==> src/rtl/wb_burst_writer.sv <==
// Wishbone burst write master: turns a (start address, word count) command plus a
// valid/ready word stream into stall-free incrementing-address Wishbone write bursts.
module wb_burst_writer #(
    parameter int dw         = 32,
    parameter int aw         = 8,
    parameter int BURST_LEN  = 4,
    parameter int FIFO_DEPTH = 8,
    parameter int LEN_W      = 16
) (
    input  logic             wb_clk_i,
    input  logic             wb_rst_ni,
    input  logic             cmd_valid_i,
    output logic             cmd_ready_o,
    input  logic [aw-1:0]    cmd_adr_i,
    input  logic [LEN_W-1:0] cmd_len_i,
    input  logic             s_valid_i,
    output logic             s_ready_o,
    input  logic [dw-1:0]    s_data_i,
    output logic             done_o,
    output logic             err_o,
    output logic [aw-1:0]    wb_adr_o,
    output logic [dw-1:0]    wb_dat_o,
    output logic [3:0]       wb_sel_o,
    output logic             wb_we_o,
    output logic [1:0]       wb_bte_o,
    output logic [2:0]       wb_cti_o,
    output logic             wb_cyc_o,
    output logic             wb_stb_o,
    input  logic             wb_ack_i,
    input  logic             wb_err_i,
    input  logic [dw-1:0]    wb_dat_i
);

    localparam int BL_LOG = $clog2(BURST_LEN);
    localparam int BLW    = BL_LOG + 1;
    localparam int PTR_W  = $clog2(FIFO_DEPTH);
    localparam int CW     = PTR_W + 1;

    typedef enum logic [2:0] {
        S_IDLE  = 3'd0,
        S_FILL  = 3'd1,
        S_BURST = 3'd2,
        S_GAP   = 3'd3,
        S_DONE  = 3'd4
    } state_e;

    state_e state_q, state_d;

    logic [aw-1:0]    adr_q;
    logic [LEN_W-1:0] rem_q;
    logic [LEN_W-1:0] acc_q;
    logic [BLW-1:0]   beat_q;
    logic             cyc_q;
    logic [2:0]       cti_q;
    logic             err_q;

    logic [dw-1:0]    mem_q [FIFO_DEPTH];
    logic [PTR_W-1:0] wr_ptr_q, rd_ptr_q;
    logic [CW-1:0]    count_q;

    logic             cmd_fire, start_burst, abort, last_ack;
    logic             push, pop, active;
    logic [BLW-1:0]   to_bnd, blen;

    logic             unused_bits;
    assign unused_bits = ^{wb_dat_i, cmd_adr_i[1:0]};

    // A burst never crosses a BURST_LEN-word aligned boundary and never exceeds what is left.
    always_comb begin
        to_bnd = BLW'(BURST_LEN) - {1'b0, adr_q[2 +: BL_LOG]};
        blen   = (rem_q < LEN_W'(to_bnd)) ? rem_q[BLW-1:0] : to_bnd;
    end

    always_comb begin
        state_d     = state_q;
        cmd_fire    = 1'b0;
        start_burst = 1'b0;
        abort       = 1'b0;
        last_ack    = 1'b0;
        unique case (state_q)
            S_IDLE: begin
                if (cmd_valid_i) begin
                    cmd_fire = 1'b1;
                    state_d  = (cmd_len_i == '0) ? S_DONE : S_FILL;
                end
            end
            S_FILL: begin
                if (count_q >= CW'(blen)) begin
                    start_burst = 1'b1;
                    state_d     = S_BURST;
                end
            end
            S_BURST: begin
                if (wb_err_i) begin
                    abort   = 1'b1;
                    state_d = S_DONE;
                end else if (wb_ack_i && beat_q == BLW'(1)) begin
                    last_ack = 1'b1;
                    state_d  = S_GAP;
                end
            end
            S_GAP:   state_d = (rem_q == '0) ? S_DONE : S_FILL;
            S_DONE:  state_d = S_IDLE;
            default: state_d = S_IDLE;
        endcase
    end

    always_ff @(posedge wb_clk_i or negedge wb_rst_ni) begin
        if (!wb_rst_ni) state_q <= S_IDLE;
        else            state_q <= state_d;
    end

    // Handshakes: a command transfers on a clock edge where cmd_valid_i && cmd_ready_o, a
    // stream word where s_valid_i && s_ready_o; both readies depend on registered state only.
    assign active      = (state_q == S_FILL) || (state_q == S_BURST) || (state_q == S_GAP);
    assign cmd_ready_o = (state_q == S_IDLE);
    assign s_ready_o   = active && (count_q != CW'(FIFO_DEPTH)) && (acc_q != '0);
    assign done_o      = (state_q == S_DONE);
    assign err_o       = err_q;

    assign push = s_valid_i && s_ready_o;
    assign pop  = (state_q == S_BURST) && wb_ack_i && !wb_err_i;

    assign wb_cyc_o = cyc_q;
    assign wb_stb_o = cyc_q;
    assign wb_we_o  = cyc_q;
    assign wb_sel_o = 4'hF;
    assign wb_bte_o = 2'b00;
    assign wb_cti_o = cti_q;
    assign wb_adr_o = adr_q;
    assign wb_dat_o = cyc_q ? mem_q[rd_ptr_q] : '0;

    always_ff @(posedge wb_clk_i or negedge wb_rst_ni) begin
        if (!wb_rst_ni) begin
            adr_q  <= '0;
            rem_q  <= '0;
            acc_q  <= '0;
            beat_q <= '0;
            cyc_q  <= 1'b0;
            cti_q  <= 3'b000;
            err_q  <= 1'b0;
        end else begin
            if (cmd_fire) begin
                adr_q <= {cmd_adr_i[aw-1:2], 2'b00};
                rem_q <= cmd_len_i;
                acc_q <= cmd_len_i;
                err_q <= 1'b0;
            end
            if (push) acc_q <= acc_q - 1'b1;
            if (start_burst) begin
                beat_q <= blen;
                cyc_q  <= 1'b1;
                cti_q  <= (blen == BLW'(1)) ? 3'b111 : 3'b010;
            end
            if (pop) begin
                adr_q  <= adr_q + aw'(4);
                rem_q  <= rem_q - 1'b1;
                beat_q <= beat_q - 1'b1;
                cti_q  <= (beat_q == BLW'(2)) ? 3'b111 : 3'b010;
            end
            if (last_ack) begin
                cyc_q <= 1'b0;
                cti_q <= 3'b000;
            end
            // An error ack cancels everything still owed, including words not yet streamed.
            if (abort) begin
                cyc_q <= 1'b0;
                cti_q <= 3'b000;
                err_q <= 1'b1;
                acc_q <= '0;
                rem_q <= '0;
            end
        end
    end

    always_ff @(posedge wb_clk_i or negedge wb_rst_ni) begin
        if (!wb_rst_ni) begin
            wr_ptr_q <= '0;
            rd_ptr_q <= '0;
            count_q  <= '0;
        end else if (abort) begin
            wr_ptr_q <= '0;
            rd_ptr_q <= '0;
            count_q  <= '0;
        end else begin
            if (push) wr_ptr_q <= wr_ptr_q + 1'b1;
            if (pop)  rd_ptr_q <= rd_ptr_q + 1'b1;
            if (push && !pop)      count_q <= count_q + 1'b1;
            else if (pop && !push) count_q <= count_q - 1'b1;
        end
    end

    always_ff @(posedge wb_clk_i) begin
        if (push) mem_q[wr_ptr_q] <= s_data_i;
    end

endmodule
==> config.mk <==
export PLATFORM = sky130hd
export DESIGN_NAME = wb_burst_writer
export DESIGN_NICKNAME = d
export VERILOG_FILES = /design/src/rtl/wb_burst_writer.sv
export SDC_FILE = /design/constraint.sdc
export NUM_CORES = 1
export LEC_CHECK = 0
export BUFFER_PORTS_ARGS = -buffer_cell sky130_fd_sc_hd__buf_2
export CORE_MARGIN = 3
export CORE_UTILIZATION = 40
export CTS_BUF_LIST = sky130_fd_sc_hd__clkbuf_8
export DETAILED_ROUTE_END_ITERATION = 12
export PLACE_DENSITY = 0.59
export SLEW_MARGIN = 20
export SYNTH_ARGS = -nofsm -noshare
export SYNTH_HDL_FRONTEND = slang
export SYNTH_SLANG_ARGS = --single-unit
==> constraint.sdc <==
create_clock -name wb_clk_i -period 8.05 [get_ports wb_clk_i]
set_clock_uncertainty 0.05 [all_clocks]
set_input_delay 0.4025 -clock wb_clk_i [delete_from_list [all_inputs] [get_ports wb_clk_i]]
set_output_delay 0.4025 -clock wb_clk_i [all_outputs]
set_load 0.1 [all_outputs]
==> metrics.txt, run 1 <==
# TYPE chip_impl_metric gauge
chip_impl_metric{name="first_global_vias",unit=""} 8104
chip_impl_metric{name="clkLatencyLatePin",unit="ns"} 0.58
chip_impl_metric{name="die_height",unit="um"} 189.2
chip_impl_metric{name="cp_data_arrival_time",unit="ns"} 3.28
chip_impl_info{name="hold_path_class",value="primary input to flop"} 1
chip_impl_metric{name="pin_count",unit=""} 150
chip_impl_info{name="critical_path.reg2reg.startpoint",value="state_q[0]"} 1
chip_impl_metric{name="core_area",unit="um2"} 32780
chip_impl_metric{name="met2_wirelength",unit="um"} 14090
chip_impl_metric{name="routed_wl",unit="um"} 29460
chip_impl_metric{name="fill_cells",unit=""} 2839
chip_impl_info{name="worst_path_max_delay_cell",value="buf_4"} 1
chip_impl_info{name="crit_type",value="flop to primary output"} 1
chip_impl_metric{name="wl_met3",unit="um"} 1871
chip_impl_info{name="area_contributors_post_synth",value="edfxtp_1 (57%), dfrtp_1 (11%), mux4_2 (11%)"} 1
chip_impl_info{name="yosysTopAreaCell",value="edfxtp_1"} 1
chip_impl_info{name="top_signal_layer_used",value="met5"} 1
chip_impl_metric{name="routed_via_density",unit=""} 5.322
chip_impl_metric{name="power.leakage",unit="nW"} 5.452
chip_impl_metric{name="cts_resized",unit=""} 0
chip_impl_info{name="worstSetupStartpoint",value="rd_ptr_q[0]"} 1
chip_impl_metric{name="min_period_over_period",unit="%"} 46.33
chip_impl_metric{name="number_of_cells_on_the_worst_reg_to_reg_path",unit=""} 6
chip_impl_info{name="tritoncts_clock_tree",value="built"} 1
chip_impl_metric{name="slew_limit_headroom",unit="%"} 36.05
chip_impl_info{name="endpoint_of_the_most_critical_register_to_register_path",value="mem_q[5][4]"} 1
chip_impl_metric{name="finalHoldWorstSlack",unit="ns"} 0.04765
chip_impl_metric{name="synth_cells",unit=""} 828
chip_impl_info{name="type_of_element_capturing_the_critical_path",value="primary output"} 1
chip_impl_info{name="cp_top_family",value="buffers and inverters"} 1
chip_impl_metric{name="cts.sink_count",unit=""} 314
chip_impl_metric{name="timing.final.hold_violations",unit=""} 0
chip_impl_metric{name="drive_gt1_share",unit="%"} 27.97
chip_impl_metric{name="reg2reg_setup_slack",unit="ns"} 4.40
chip_impl_metric{name="starting_density_of_the_core",unit="%"} 40.96
chip_impl_metric{name="die-width",unit="um"} 189.2
chip_impl_metric{name="max_cap_viol_count",unit=""} 0
chip_impl_info{name="hold_path_startpoint",value="s_data_i[10]"} 1
chip_impl_metric{name="fin_util",unit="%"} 47.72
chip_impl_info{name="postSynth.topFlopCell",value="edfxtp_1"} 1
chip_impl_metric{name="synth-async-reset-ratio",unit="%"} 18.47
chip_impl_metric{name="dieArea",unit="um2"} 35800
chip_impl_metric{name="routed_wire_length_per_instance",unit="um"} 20.17
chip_impl_metric{name="drtAntennaViolNets",unit=""} 0
chip_impl_metric{name="grt_antenna_before_repair",unit=""} 1
chip_impl_info{name="critical_path.startpoint_type",value="flop"} 1
chip_impl_metric{name="power.ir.vdd_worst",unit="mV"} 0.3548
chip_impl_metric{name="maximum_number_of_pins_on_one_net_before_global_route_repair",unit=""} 67
chip_impl_metric{name="global_route.overflow_total",unit=""} 0
chip_impl_metric{name="drt_drc_violations_left",unit=""} 0
chip_impl_metric{name="nNetsFinal",unit=""} 1092
chip_impl_metric{name="synth-seq-area-share",unit="%"} 68.06
chip_impl_info{name="synth_top_cells_by_count",value="edfxtp_1 (256), mux4_2 (64), dfrtp_1 (58)"} 1
chip_impl_info{name="sequence_of_cells_on_the_critical_path",value="buf_4 -> mux4_2 -> mux2i_1 -> nor2b_1 -> buf_2"} 1
chip_impl_metric{name="worst_ep_required_time",unit="ns"} 7.60
chip_impl_metric{name="minimum_clock_period_after_layout",unit="ns"} 3.729
chip_impl_metric{name="detailed_place_hpwl",unit="um"} 16500
chip_impl_metric{name="p_per_area",unit="nW/um2"} 380.5
chip_impl_metric{name="critical_path_depth",unit=""} 5
chip_impl_metric{name="critPathMaxStageDelay",unit="ns"} 0.80
chip_impl_metric{name="placer_congestion_estimate",unit=""} 0.7992
chip_impl_metric{name="postPlaceCellArea",unit="um2"} 14490
chip_impl_metric{name="cts_buffer_depth",unit=""} 3
chip_impl_metric{name="yosysUniqueCellTypes",unit=""} 68
chip_impl_metric{name="final_design_area_no_fill",unit="um2"} 15640
chip_impl_metric{name="floorplan.rows",unit=""} 66
chip_impl_info{name="worstSetupEndpoint",value="wb_dat_o[3]"} 1
chip_impl_metric{name="synth_edf_count",unit=""} 256
chip_impl_metric{name="cts.reportedPaths.clkPinSlew",unit="ns"} 0.06
chip_impl_info{name="post-synth-top-count-cell",value="edfxtp_1"} 1
chip_impl_metric{name="synth.avg_cell_area",unit="um2"} 16.22
chip_impl_info{name="rsz0062_at_grt",value="no"} 1
chip_impl_metric{name="cts_post_setup_buffers_inserted",unit=""} 0
chip_impl_metric{name="setup-tns-final",unit="ns"} 0
chip_impl_metric{name="max_freq",unit="MHz"} 268.1
chip_impl_metric{name="flow.area_growth_from_synthesis",unit="%"} 16.50
chip_impl_metric{name="diodes",unit=""} 0
chip_impl_metric{name="num_vias",unit=""} 7775
chip_impl_metric{name="globalRouteTotalUtil",unit="%"} 16.70
chip_impl_metric{name="detailedRoute.firstIterationViolations",unit=""} 637
chip_impl_metric{name="finalSetupViolCount",unit=""} 0
chip_impl_metric{name="crit_path_max_fanout",unit=""} 46
chip_impl_metric{name="postSynthRegisterBits",unit=""} 314
chip_impl_info{name="outcome",value="finished, final reports clean"} 1
chip_impl_metric{name="drt_pass1_iterations",unit=""} 5
chip_impl_info{name="ctsRootBufferMaster",value="clkbuf_8"} 1
chip_impl_metric{name="cts_inserted_buffers",unit=""} 53
chip_impl_metric{name="cp_num_buf_inv",unit=""} 2
chip_impl_metric{name="number_of_pins_exceeding_their_max_slew_limit_in_the_final_report",unit=""} 0
chip_impl_metric{name="port_buffers",unit=""} 107
chip_impl_metric{name="cts_max_level",unit=""} 2
chip_impl_metric{name="whs_path_depth",unit=""} 1
chip_impl_metric{name="synth_warnings",unit=""} 0
chip_impl_metric{name="met1_length",unit="um"} 13080
chip_impl_metric{name="max_slew.worst_pin.slew",unit="ns"} 0.9593
chip_impl_metric{name="grt_first_pass_wirelength",unit="um"} 46520
chip_impl_metric{name="mappedNetlistArea",unit="um2"} 13430
chip_impl_metric{name="yosysTopAreaCellShare",unit="%"} 57.25
-- worst min path at each step --
stage / slack, ns / endpoint
3_3_place_gp: 0.41 / err_o
6_report: 0.05 / mem_q[2][10]
4_1_cts: 0.00002 / mem_q[0][18]
2_1_floorplan: 0.06 / acc_q[0]
5_1_grt: 0.002 / mem_q[6][17]
3_5_place_dp: 0.42 / err_o
-- metal layers --
| metal | track usage [%] | up-vias |
|---|---|---|
| met5 | 0 | - |
| met4 | 4.322 | 2 |
| met3 | 3.999 | 40 |
| met2 | 27.15 | 233 |
| met1 | 22.85 | 3929 |
| li1 | - | 3571 |
-- cells by family (layout without fill, tap and decap cells) --
family | count (synthesis) | count (layout) | share of synthesized area, %
and+or+nand+nor | 211 | 211 | 8.675
buffers and inverters | 67 | 252 | 2.292
other | 2 | 8 | 0.05593
xor gates and xnor gates | 5 | 5 | 0.3262
AOI/OAI and AO/OA | 111 | 111 | 5.423
adders and majority gates | 18 | 18 | 1.714
muxes | 100 | 100 | 13.46
DFF | 314 | 314 | 68.06
-- cell type report --
class,instances,area (um2),area share [%]
clock buffers,55,757.0,4.839
clock inverters,38,198.9,1.272
inverters,15,56.30,0.3599
multi-input cells,453,4070,26.02
flip-flops and latches,314,9145,58.46
well taps,442,553.0,3.535
repair buffers,144,863.3,5.519
-- state kept, by name, indices dropped and copies added, names as in the netlist, 3 cells and up --
| register | cells |
|---|---|
| mem_q | 256 |
| acc_q | 16 |
| rem_q | 16 |
| wb_adr_o | 6 |
| count_q | 4 |
| beat_q | 3 |
| rd_ptr_q | 3 |
| state_q | 3 |
| wr_ptr_q | 3 |
-- metrics by stage --
stage          setup slack, ns  power (mW)  cells
6_report                 4.321       5.953   1461
2_1_floorplan            2.612       4.215    834
3_5_place_dp             4.320       4.705   1348
5_1_grt                  3.969       6.296   1461
3_3_place_gp             4.355       4.681   1348
4_1_cts                  4.177       6.027   1461
-- cells in the final DEF (no fill, tap or decap), types with 5 or more instances in the layout --
| cell type | n |
|---|---|
| clkbuf_8 | 55 |
| a221o_1 | 5 |
| inv_1 | 32 |
| buf_4 | 17 |
| buf_2 | 107 |
| nor2_1 | 33 |
| nand2_1 | 47 |
| nor2b_1 | 35 |
| dlygate4sd3_1 | 20 |
| clkinv_1 | 9 |
| ha_1 | 16 |
| nor4_1 | 13 |
| nor3_1 | 12 |
| a31oi_1 | 7 |
| dfrtp_1 | 55 |
| nand3_1 | 13 |
| mux4_2 | 64 |
| edfxtp_1 | 256 |
| or3_1 | 7 |
| a211oi_1 | 5 |
| nor3b_1 | 6 |
| o211ai_1 | 8 |
| clkinv_2 | 8 |
| o21ai_0 | 28 |
| a21oi_1 | 29 |
| mux2i_1 | 34 |
| conb_1 | 8 |
-- repair_timing --
| item | CTS | global route |
|---|---|---|
| endpoints found under the setup margin | 0 | 0 |
| endpoints found under the hold margin | 134 | 0 |
| hold buffers | 20 | 0 |
-- power by group --
part | internal, mW | total, mW | switching [mW] | leakage, nW
clock network | 0.664 | 1.29 | 0.627 | 0.553
registers | 2.04 | 2.25 | 0.210 | 3.03
logic | 0.678 | 2.41 | 1.73 | 1.87
Power figures use the tool's default switching activity.
==> run 2, diff against run 1 <==
Clock period 8.05 ns to 3.6 ns, I/O delays scaled along.
==> metrics.txt, run 2 (same netlist as run 1, synthesis figures left out) <==
# TYPE chip_impl_metric gauge
chip_impl_metric{name="cts_post_setup_buffers_inserted",unit=""} 0
chip_impl_metric{name="detailed_place_hpwl",unit="um"} 18410
chip_impl_metric{name="drt_drc_violations_left",unit=""} 0
chip_impl_info{name="worstSetupEndpoint",value="wb_cti_o[0]"} 1
chip_impl_metric{name="routed_via_density",unit=""} 5.235
chip_impl_metric{name="die_height",unit="um"} 189.2
chip_impl_metric{name="dieArea",unit="um2"} 35800
chip_impl_metric{name="cts_inserted_buffers",unit=""} 52
chip_impl_metric{name="drive_gt1_share",unit="%"} 28.09
chip_impl_metric{name="detailedPlace.worstSlack",unit="ns"} 0.1103
chip_impl_metric{name="grt_antenna_before_repair",unit=""} 1
chip_impl_metric{name="slew_limit_headroom",unit="%"} 36.62
chip_impl_metric{name="drtAntennaViolNets",unit=""} 0
chip_impl_info{name="most-common-layout-cells",value="edfxtp_1 (256), buf_2 (107), mux4_2 (64)"} 1
chip_impl_info{name="hold_path_class",value="primary input to flop"} 1
chip_impl_metric{name="max_freq",unit="MHz"} 294.7
chip_impl_info{name="ctsRootBufferMaster",value="clkbuf_8"} 1
chip_impl_metric{name="minimum_clock_period_after_layout",unit="ns"} 3.394
chip_impl_metric{name="pin_count",unit=""} 150
chip_impl_metric{name="core_area",unit="um2"} 32780
chip_impl_metric{name="number_of_cells_on_the_worst_reg_to_reg_path",unit=""} 14
chip_impl_metric{name="finalHoldWorstSlack",unit="ns"} 0.04326
chip_impl_metric{name="power.leakage",unit="nW"} 5.717
chip_impl_metric{name="grt_first_pass_wirelength",unit="um"} 47320
chip_impl_metric{name="critPathMaxStageDelay",unit="ns"} 0.41
chip_impl_metric{name="cts_buffer_depth",unit=""} 3
chip_impl_info{name="worst_path_max_delay_cell",value="dfrtp_2"} 1
chip_impl_info{name="worstSetupStartpoint",value="wb_adr_o[2]"} 1
chip_impl_metric{name="fill_cells",unit=""} 2773
chip_impl_metric{name="nNetsFinal",unit=""} 1144
chip_impl_metric{name="maximum_number_of_pins_on_one_net_before_global_route_repair",unit=""} 47
chip_impl_metric{name="clkLatencyLatePin",unit="ns"} 0.58
chip_impl_info{name="biggestRegsByFlops",value="mem_q (256), acc_q (16), rem_q (16)"} 1
chip_impl_metric{name="starting_density_of_the_core",unit="%"} 40.96
chip_impl_metric{name="power.ir.vdd_worst",unit="mV"} 0.8643
chip_impl_info{name="cp_top_family",value="adder cells"} 1
chip_impl_metric{name="cp_num_buf_inv",unit=""} 2
chip_impl_info{name="critical_path.startpoint_type",value="flop"} 1
chip_impl_info{name="hold_path_startpoint",value="wb_ack_i"} 1
chip_impl_metric{name="worst_ep_required_time",unit="ns"} 3.99
chip_impl_metric{name="detailedRoute.firstIterationViolations",unit=""} 537
chip_impl_metric{name="routed_wl",unit="um"} 30090
chip_impl_info{name="regMostFlops",value="mem_q"} 1
chip_impl_metric{name="number_of_pins_exceeding_their_max_slew_limit_in_the_final_report",unit=""} 0
chip_impl_metric{name="num_vias",unit=""} 7947
chip_impl_metric{name="drt_pass1_iterations",unit=""} 5
chip_impl_metric{name="min_period_over_period",unit="%"} 94.27
chip_impl_info{name="layout.cells.most_common",value="edfxtp_1"} 1
chip_impl_info{name="rsz0062_at_grt",value="no"} 1
chip_impl_info{name="critical_path.reg2reg.startpoint",value="wb_adr_o[2]"} 1
chip_impl_metric{name="cts.sink_count",unit=""} 314
chip_impl_metric{name="cts_max_level",unit=""} 2
chip_impl_metric{name="crit_path_max_fanout",unit=""} 6
chip_impl_info{name="crit_type",value="flop to flop"} 1
chip_impl_metric{name="max_cap_viol_count",unit=""} 0
chip_impl_metric{name="placer_congestion_estimate",unit=""} 0.8557
chip_impl_metric{name="fin_ws",unit="ns"} 0.2064
chip_impl_metric{name="largest_reg_flops",unit=""} 256
chip_impl_metric{name="cp_data_arrival_time",unit="ns"} 3.78
chip_impl_metric{name="critical_path_depth",unit=""} 14
chip_impl_metric{name="global_route.overflow_total",unit=""} 0
chip_impl_info{name="outcome",value="finished, final reports clean"} 1
chip_impl_info{name="sequence_of_cells_on_the_critical_path",value="inv_1 -> ha_1 -> inv_1 -> maj3_1 -> a2111oi_4 -> nand2_2 -> mux2i_2 -> ha_1 -> a211oi_2 -> o21ai_1 -> nand3b_1 -> nor2_1 -> a211oi_1 -> a21oi_1"} 1
chip_impl_metric{name="routed_wire_length_per_instance",unit="um"} 19.82
chip_impl_metric{name="max_slew.worst_pin.slew",unit="ns"} 0.9507
chip_impl_metric{name="globalRouteTotalUtil",unit="%"} 16.91
chip_impl_info{name="type_of_element_capturing_the_critical_path",value="flop"} 1
chip_impl_metric{name="flow.area_growth_from_synthesis",unit="%"} 20.89
chip_impl_metric{name="reg2reg_setup_slack",unit="ns"} 0.21
chip_impl_metric{name="die-width",unit="um"} 189.2
chip_impl_info{name="endpoint_of_the_most_critical_register_to_register_path",value="wb_cti_o[0]"} 1
chip_impl_metric{name="cts.reportedPaths.clkPinSlew",unit="ns"} 0.06
chip_impl_metric{name="fin_cells",unit=""} 1518
chip_impl_info{name="tritoncts_clock_tree",value="built"} 1
chip_impl_metric{name="finalSetupViolCount",unit=""} 0
chip_impl_metric{name="multi_input_comb_area",unit="um2"} 4125
chip_impl_metric{name="first_global_vias",unit=""} 8264
chip_impl_metric{name="floorplan.rows",unit=""} 66
chip_impl_metric{name="p_per_area",unit="nW/um2"} 828.2
chip_impl_metric{name="seq_area",unit="um2"} 9148
chip_impl_metric{name="place.detailed.instances",unit=""} 1365
chip_impl_metric{name="port_buffers",unit=""} 107
chip_impl_metric{name="timing.final.hold_violations",unit=""} 0
[run 2: cell count changes in the layout (fill, tap and decap cells not counted), sizes merged, moves of 2 or more]
cell         change
dlygate4sd3     +36
clkinvlp         -2
clkbuf           -2
buf             +17
inv              +9
[run 2: area by class of cell]
type | count | area share, %
antenna | 1 | 0.01542
clock buffer | 53 | 4.494
clock inverter | 43 | 1.187
inverter | 15 | 0.3468
multi-input combinational | 453 | 25.41
sequential | 314 | 56.35
tap | 442 | 3.407
timing repair buffer | 197 | 8.787
[run 2: layer usage]
| layer | up-vias | track usage [%] | wire (um) |
|---|---|---|---|
| li1 | 3686 | - | - |
| met1 | 3969 | 23.67 | 13550 |
| met2 | 248 | 27.63 | 14370 |
| met3 | 44 | 3.166 | 1666 |
| met4 | 0 | 4.237 | 506 |
| met5 | - | 0 | 0 |
[run 2: how the worst min path moves through the flow]
stage / to / slack [ns] / cells past startpoint
floorplan: acc_q[0] / -0.17 / 0
global placement: rem_q[10] / 0.14 / 1
detailed placement: rem_q[10] / 0.15 / 1
CTS: wb_cyc_o / 0.004 / 4
global route: wb_cyc_o / 0.03 / 4
finish: wb_cyc_o / 0.04 / 4
[run 2: worst min-delay path, stage by stage]
cell,delay (ns)
buf_2,0.09
a31oi_1,0.10
nor2_1,0.17
nor2_1,0.07
[run 2: where the power goes]
group          total (mW)  internal [mW]  switching (mW)
sequential           5.08           4.56           0.518
clock                2.78           1.38            1.40
combinational        5.59           1.66            3.93
total                13.4           7.60            5.85
[run 2: per-stage QoR]
stage | setup TNS, ns | util (%) | cell area [um2] | total power, mW
detailed placement | 0 | 44.91 | 14720 | 10.68
global placement | 0 | 44.91 | 14720 | 10.64
finish | 0 | 49.52 | 16230 | 13.44
global route | 0 | 49.52 | 16230 | 14.19
floorplan | -121.83 | - | 13480 | 9.435
CTS | 0 | 49.43 | 16200 | 13.54
[run 2: repair_timing]
item                                   CTS  global route
gates resized for setup                  0             5
setup endpoints to repair                0             6
hold buffers                            56             0
endpoints found under the hold margin  317             0
